File: src/rtl/queue_pkg.sv
// Shared constants and the reader FSM state type for the 8-entry byte queue.
package queue_pkg;

    localparam int DATA_W = 8;
    localparam int DEPTH  = 8;
    localparam int LEN_W  = 4;

    typedef enum logic [1:0] {
        IDLE    = 2'd0,
        POP     = 2'd1,
        CAPTURE = 2'd2,
        PRESENT = 2'd3
    } reader_state_t;

endpackage

File: src/rtl/queue_reader.sv
// Consumer-side dequeue controller: pops one byte at a time and presents it downstream.
// Optional burst grouping is enabled by defining QUEUE_READER_BURST_EN.
module queue_reader #(
    parameter int DATA_W    = queue_pkg::DATA_W,
    parameter int LEN_W     = queue_pkg::LEN_W,
    parameter int BURST_LEN = 4
) (
    input  logic              clock10mhz,
    input  logic              reset,
    input  logic [LEN_W-1:0]  q_len_in,
    input  logic [DATA_W-1:0] q_data_in,
    output logic              q_dequeue_out,
    output logic [DATA_W-1:0] out_data,
    output logic              out_valid,
    input  logic              out_ready,
    output logic              out_last,
    output logic [15:0]       delivered_out,
    output logic [1:0]        dbg_state_out
);
    import queue_pkg::*;

    if (BURST_LEN < 1 || BURST_LEN > DEPTH) begin : g_bad_burst_len
        $error("queue_reader: BURST_LEN must be in 1..DEPTH");
    end

    reader_state_t     r_state;
    reader_state_t     w_next;
    logic [DATA_W-1:0] r_data;
    logic              r_last;
    logic [15:0]       r_delivered;
    logic              w_xfer;
    logic              w_start;
    logic              w_more;
    logic              w_last_at_capture;

    // Downstream handshake: out_valid rises in PRESENT and holds, with out_data and
    // out_last frozen, until a rising edge sees out_valid & out_ready; that edge is the
    // transfer. out_ready may be held low indefinitely and never affects the queue.
    assign w_xfer = (r_state == PRESENT) && out_ready;

`ifdef QUEUE_READER_BURST_EN
    logic [3:0] r_remaining;

    always_ff @(posedge clock10mhz) begin
        if (reset) begin
            r_remaining <= 4'd0;
        end else if (r_state == IDLE && w_next == POP) begin
            r_remaining <= 4'(BURST_LEN);
        end else if (w_xfer) begin
            r_remaining <= r_remaining - 4'd1;
        end
    end

    // The whole burst is already counted in the queue, so no re-check of q_len_in mid-burst.
    assign w_start           = q_len_in >= LEN_W'(BURST_LEN);
    assign w_more            = r_remaining > 4'd1;
    assign w_last_at_capture = r_remaining == 4'd1;
`else
    assign w_start           = q_len_in != '0;
    assign w_more            = q_len_in != '0;
    assign w_last_at_capture = 1'b1;
`endif

    always_comb begin
        w_next = r_state;
        case (r_state)
            IDLE:    if (w_start) w_next = POP;
            POP:     w_next = CAPTURE;
            CAPTURE: w_next = PRESENT;
            PRESENT: if (w_xfer) w_next = w_more ? POP : IDLE;
            default: w_next = IDLE;
        endcase
    end

    always_ff @(posedge clock10mhz) begin
        if (reset) begin
            r_state     <= IDLE;
            r_data      <= '0;
            r_last      <= 1'b0;
            r_delivered <= 16'd0;
        end else begin
            r_state <= w_next;
            // The queue drives the popped byte during the cycle after the dequeue pulse.
            if (r_state == CAPTURE) begin
                r_data <= q_data_in;
                r_last <= w_last_at_capture;
            end
            if (w_xfer) begin
                r_delivered <= r_delivered + 16'd1;
            end
        end
    end

    assign q_dequeue_out = (r_state == POP);
    assign out_valid     = (r_state == PRESENT);
    assign out_data      = r_data;
    assign out_last      = r_last;
    assign delivered_out = r_delivered;
    assign dbg_state_out = r_state;

endmodule

File: config.mk
export PLATFORM = sky130hd
export DESIGN_NAME = queue_reader
export DESIGN_NICKNAME = d
export VERILOG_FILES = /design/src/rtl/queue_pkg.sv /design/src/rtl/queue_reader.sv
export SDC_FILE = /design/constraint.sdc
export NUM_CORES = 1
export LEC_CHECK = 0
export CAP_MARGIN = 10
export CORE_MARGIN = 2
export CORE_UTILIZATION = 49
export CTS_BUF_LIST = sky130_fd_sc_hd__clkbuf_2 sky130_fd_sc_hd__clkbuf_4 sky130_fd_sc_hd__clkbuf_8
export DETAILED_ROUTE_END_ITERATION = 6
export PLACE_DENSITY = 0.86
export SLEW_MARGIN = 0
export SYNTH_ARGS = -nofsm -noshare
export SYNTH_HDL_FRONTEND = slang
export SYNTH_SLANG_ARGS = --single-unit
export TNS_END_PERCENT = 100
File: constraint.sdc
create_clock -name clock10mhz -period 3.7 [get_ports clock10mhz]
set_clock_uncertainty 0.2 [all_clocks]
set_input_delay 0.555 -clock clock10mhz [delete_from_list [all_inputs] [get_ports clock10mhz]]
set_output_delay 0.555 -clock clock10mhz [all_outputs]
set_load 0.01 [all_outputs]
==> results.yml, run 1 <==
worst_setup_path:
  crit_buf_inv: 1
  cp.required_ns: 2.94
  critical_path_class: "reg2out"
  arrival_ns: 1.73
  cp_top_family: "buffers and inverters"
  max_stage_delay_ns: 0.60
  crit_path_end_kind: "primary output"
  crit_chain: "ha_1 -> clkdlybuf4s50_1"
  startpoint_type: "flop"
  worst_path_max_delay_cell: "clkdlybuf4s50_1"
  critPathMaxFanout: 8
grt:
  gr-total-overflow: 0
  grt_pass1_wl_um: 4160
  grtUsageTotal_pct: 19.3
  top_usage_layer: "met2"
  grt_max_degree: 32
  gr-usage-met3_pct: 3.61
  met1_usage_pct: 21.7
  antenna_found_initial: 0
  use_met2_pct: 36.1
  grt_pass1_vias: 998
run_status:
  status: "finished, final reports clean"
clocking:
  worstSkewPairLatency_ns: 0.31
  cts_tree: "built"
  cts_root_buffer: "clkbuf_4"
  cts_made_buffers: 3
  clkSinkCount: 27
  post-cts-setup-buffers: 0
  post_cts_resized: 0
  ctsLongestPathBuffers: 2
  clkTransAtPathRegs_ns: 0.13
  h-tree-depth: 1
  cts_hold_buffers: 0
floorplan:
  rows: 18
  initial_core_util_pct: 50.8
  core_um2: 2430
  io_pins: 44
  dieHeight_um: 54.2
  die_area_um2: 2940
  die_w_um: 54.2
synthesis:
  ys_types: 30
  syn_inst: 132
  synth-compound-area-share_pct: 5.57
  syn_nets: 153
  synthXorXnorAreaFrac_pct: 7.09
  avgSynthCellArea_um2: 9.36
  ys_seq_elements: 27
  synthMuxAreaShare_pct: 9.12
  ys_seq_area_share_pct: 43.8
  yosys_warnings: 0
  yosys.area_share.adder_pct: 6.08
  synth-simple-area-share_pct: 26.2
  syn-cell-area_um2: 1230
  synth_top_family_by_area: "simple AND/OR/NAND/NOR gates"
timing:
  finalCritPeriodShare_pct: 67.3
  worst_pin_slew_ns: 1.05
  finalSetupViolCount: 0
  tns_ns: 0
  drv_slew: 0
  final.min_clock_period_ns: 2.49
  fmax_mhz: 402
  rsz0062_at_grt: "no"
  hold_viol_final: 0
  slew_headroom_pct: 29.8
detailed_routing:
  antenna_left: 0
  firstDrtPassIters: 4
  drc: 0
  wl_um: 2620
  routedWlPerCell_um: 12.8
  vias_per_cell: 5.22
  drtIter0Drc: 16
  vias: 1070
placement:
  dpl.hpwl_um: 2050
  place.gp.congestion: 0.738
  dp.cells: 201
  port-buffer-count: 43
final_layout:
  layout_common_cells: "43 x clkdlybuf4s50_1, 27 x dfxtp_1, 25 x nor2_1"
  final_common_cell: "clkdlybuf4s50_1"
  drive_gt1_share_pct: 6.29
  num-nets-final: 197
  areaGrowthSynthToFinish_pct: 39.1
  fin_cells: 205
  nFillCells: 192
  n_antenna_cell: 0
power:
  leakage_uw: 0.000639
  finalPower_uw: 747
  irDropWorstVdd_v: 0.000353
  power_density_nw_per_um2: 435
min_path:
  hold_path_class: "reg2reg"
job:
  cap_violations: 0
[per-stage QoR]
| step | hold WS [ns] | util, % | cell area [um2] | setup slack [ns] |
|---|---|---|---|---|
| 2_1_floorplan | 0.290 | - | 1230 | 1.66 |
| 3_3_place_gp | 0.249 | 69.4 | 1690 | 1.26 |
| 4_1_cts | 0.286 | 70.6 | 1720 | 1.19 |
| 3_5_place_dp | 0.266 | 69.4 | 1690 | 1.19 |
| 5_1_grt | 0.295 | 70.6 | 1720 | 1.08 |
| 6_report | 0.282 | 70.6 | 1720 | 1.21 |
[worst register-to-register path: stages, from the launching register on]
cell and delay, ns:
dfxtp_1 0.45, ha_1 0.37, nand4_4 0.18, nor4_4 0.35
nand3_1 0.13, mux2_1 0.33
[area by class of cell]
cell class	count	area (um2)	share of cell area (%)
Multi-Input combinational cell	98	668	38.9
Timing Repair Buffer	43	430	25.1
Tap cell	30	37.5	2.18
Clock buffer	4	30.0	1.75
Inverter	3	11.3	0.655
Sequential cell	27	541	31.5
[kinds of logic after synthesis]
| group | count (synthesis) |
|---|---|
| and+or+nand+nor | 60 |
| DFF | 27 |
| AOI/OAI and AO/OA | 11 |
| muxes | 11 |
| xor gates and xnor gates | 10 |
| buffers and inverters | 7 |
| adders and majority gates | 6 |
[where the power goes]
part / switching [uW] / internal, uW / leakage [uW]
combinational: 122 / 148 / 0.000402
clock: 78.5 / 49.4 / 0.0000184
sequential: 27.5 / 322 / 0.000219
[path summary, 6_finish.rpt]
check,to,slack (ns),from,cells past startpoint
worst min register to register,out_last$_SDFFE_PP0N_,0.28,out_last$_SDFFE_PP0N_,2
worst max-delay path,out_valid,1.21,dbg_state_out[1]$_SDFFE_PP0P_,2
worst max register to register,delivered_out[15]$_SDFFE_PP0P_,1.57,dbg_state_out[1]$_SDFFE_PP0P_,5
worst min-delay path,out_last$_SDFFE_PP0N_,0.28,out_last$_SDFFE_PP0N_,2
[metal layers]
| layer | vias to the layer above | wire, um |
|---|---|---|
| li1 | 533 | - |
| met1 | 491 | 1130 |
| met2 | 42 | 1290 |
| met3 | 4 | 172 |
| met4 | 0 | 31 |
| met5 | - | 0 |
[sequential cells by signal (all words and copies together), names as in the netlist]
signal and count:
delivered_out 16, out_data 8, dbg_state_out 2, out_last 1
[cell usage after synthesis]
master / count / area, um2
mux2i_1: 9 / 90.1
buf_1: 2 / 7.51
a221oi_1: 1 / 8.76
o21ai_0: 1 / 5.00
and2_1: 1 / 6.26
a211oi_1: 1 / 7.51
nor3_1: 4 / 20.0
and3_1: 2 / 12.5
nand3_2: 1 / 10.0
dfxtp_1: 27 / 541
nand4_1: 1 / 6.26
nor4_4: 1 / 21.3
or2_2: 1 / 6.26
a21oi_1: 6 / 30.0
nand2_1: 6 / 22.5
ha_1: 6 / 75.1
or3_1: 2 / 12.5
nor4_1: 2 / 12.5
xnor2_1: 7 / 61.3
clkbuf_1: 2 / 7.51
nor4_2: 1 / 12.5
nand3_1: 7 / 35.0
xor2_1: 3 / 26.3
mux2_1: 2 / 22.5
nor2_1: 25 / 93.8
a31o_2: 2 / 17.5
nor2b_1: 3 / 18.8
inv_1: 3 / 11.3
nand2b_1: 2 / 12.5
nand4_4: 1 / 21.3
No activity file was read; power rests on OpenSTA's default activity.
==> run 2: changes to the inputs <==
- CORE_UTILIZATION: 49 -> 41
- PLACE_DENSITY: 0.86 -> 0.77
- clock period: 3.7 -> 2 ns (I/O delays scaled with it)
==> results.yml, run 2 (synthesized netlist as in run 1, its figures left out) <==
floorplan:
  dieHeight_um: 58.9
  io_pins: 44
  die_w_um: 58.9
  rows: 19
  initial_core_util_pct: 44.0
  core_um2: 2810
  die_area_um2: 3470
timing:
  hold_viol_final: 0
  drv_slew: 0
  finalSetupViolCount: 0
  slew_headroom_pct: 66.3
  finalCritPeriodShare_pct: 97.5
  worst_pin_slew_ns: 0.501
  final.min_clock_period_ns: 1.95
  fmax_mhz: 513
  rsz0062_at_grt: "no"
  tns_ns: 0
worst_setup_path:
  r2r_cells: 5
  max_stage_delay_ns: 0.56
  worst_path_max_delay_cell: "clkdlybuf4s50_1"
  critical_path_class: "reg2out"
  crit_path_end_kind: "primary output"
  startpoint_type: "flop"
  cp.required_ns: 1.50
  crit_chain: "ha_4 -> clkdlybuf4s50_1"
  arrival_ns: 1.45
  critPathMaxFanout: 8
placement:
  dpl.hpwl_um: 2240
  port-buffer-count: 43
  place.gp.congestion: 0.759
detailed_routing:
  antenna_left: 0
  vias: 1083
  drtIter0Drc: 43
  drc: 1
  vias_per_cell: 5.01
  wl_um: 2900
  routedWlPerCell_um: 13.4
  firstDrtPassIters: 6
run_status:
  violations: "DRC"
  status: "finished, violations left"
clocking:
  cts_root_buffer: "clkbuf_4"
  cts_made_buffers: 3
  cts_hold_buffers: 0
  post-cts-setup-buffers: 0
  clkSinkCount: 27
  worstSkewPairLatency_ns: 0.32
  clkTransAtPathRegs_ns: 0.14
  h-tree-depth: 1
  ctsLongestPathBuffers: 2
  cts_tree: "built"
  post_cts_resized: 4
final_layout:
  n_antenna_cell: 0
  nFillCells: 244
  final_common_cell: "clkdlybuf4s50_1"
  num-nets-final: 207
  largest_register_ffs: 16
  layout_common_cells: "42 x clkdlybuf4s50_1, 25 x nor2_1, 25 x dfxtp_1"
  drive_gt1_share_pct: 13.0
  areaGrowthSynthToFinish_pct: 46.4
  fin_util_pct: 64.5
grt:
  grtUsageTotal_pct: 18.2
  grt_pass1_vias: 1034
  antenna_found_initial: 0
  grt_pass1_wl_um: 4800
  gr-total-overflow: 0
  grt_max_degree: 15
power:
  power_density_nw_per_um2: 802
  leakage_uw: 0.000691
  irDropWorstVdd_v: 0.000699
min_path:
  hold_path_class: "reg2reg"
  whs_path_depth: 2
job:
  cap_violations: 0
==> run 2: cell types whose count changed in the layout (fill, tap and decap cells not counted), sizes merged <==
cell,previous run,this run
buf,0,10
clkdlybuf4s50,43,42
dlygate4sd2,0,1
==> run 2: final timing paths <==
| path | from | to | slack, ns |
|---|---|---|---|
| setup / recovery | dbg_state_out[0]$_SDFFE_PP0P_ | out_valid | 0.05 |
| hold / removal | out_last$_SDFFE_PP0N_ | out_last$_SDFFE_PP0N_ | 0.29 |
| setup reg to reg | dbg_state_out[0]$_SDFFE_PP0P_ | delivered_out[13]$_SDFFE_PP0P_ | 0.18 |
| hold reg to reg | out_last$_SDFFE_PP0N_ | out_last$_SDFFE_PP0N_ | 0.29 |
==> run 2: per-layer routing <==
metal  global-route usage (%)  wire length (um)  vias to the layer above  part of all wire (%)
li1                         -                 -                      555                     -
met1                     23.1              1310                      501                    45
met2                     30.2              1440                       25                    50
met3                     2.86               122                        2                   4.2
met4                     8.77                18                        0                  0.62
met5                        0                 0                        -                     0
==> run 2: power breakdown <==
group	switching, uW	internal, uW	leakage, uW
combinational	257	304	0.000453
sequential	40.0	601	0.000219
clock	156	91.6	0.0000184
total	453	997	0.000691
==> run 2: critical path, delay by kind of cell, from the launching register on <==
kind | cells | cell delay (ns)
adders and majority gates | 1 | 0.20
buffers and inverters | 1 | 0.56
DFF | 1 | 0.38
==> run 2: final cells by class <==
| cell class | instances | area [um2] | share of cell area, % |
|---|---|---|---|
| Timing Repair Buffer | 53 | 504 | 27.9 |
| Multi-Input combinational cell | 98 | 681 | 37.6 |
| Clock buffer | 4 | 30.0 | 1.66 |
| Inverter | 3 | 11.3 | 0.623 |
| Tap cell | 31 | 38.8 | 2.15 |
| Sequential cell | 27 | 543 | 30.0 |
==> run 2: metrics by stage <==
stage | power, uW | hold WS, ns | cell area, um2 | setup slack (ns) | std cells
after global routing | 1540 | 0.315 | 1810 | 0.000131 | 216
after floorplan | 935 | 0.248 | 1240 | 0.0409 | 132
after CTS | 1460 | 0.282 | 1810 | 0.0340 | 216
after detailed placement | 1200 | 0.260 | 1770 | -0.121 | 212
after global placement | 1180 | 0.252 | 1770 | -0.0392 | 212
final | 1450 | 0.285 | 1810 | 0.0499 | 216
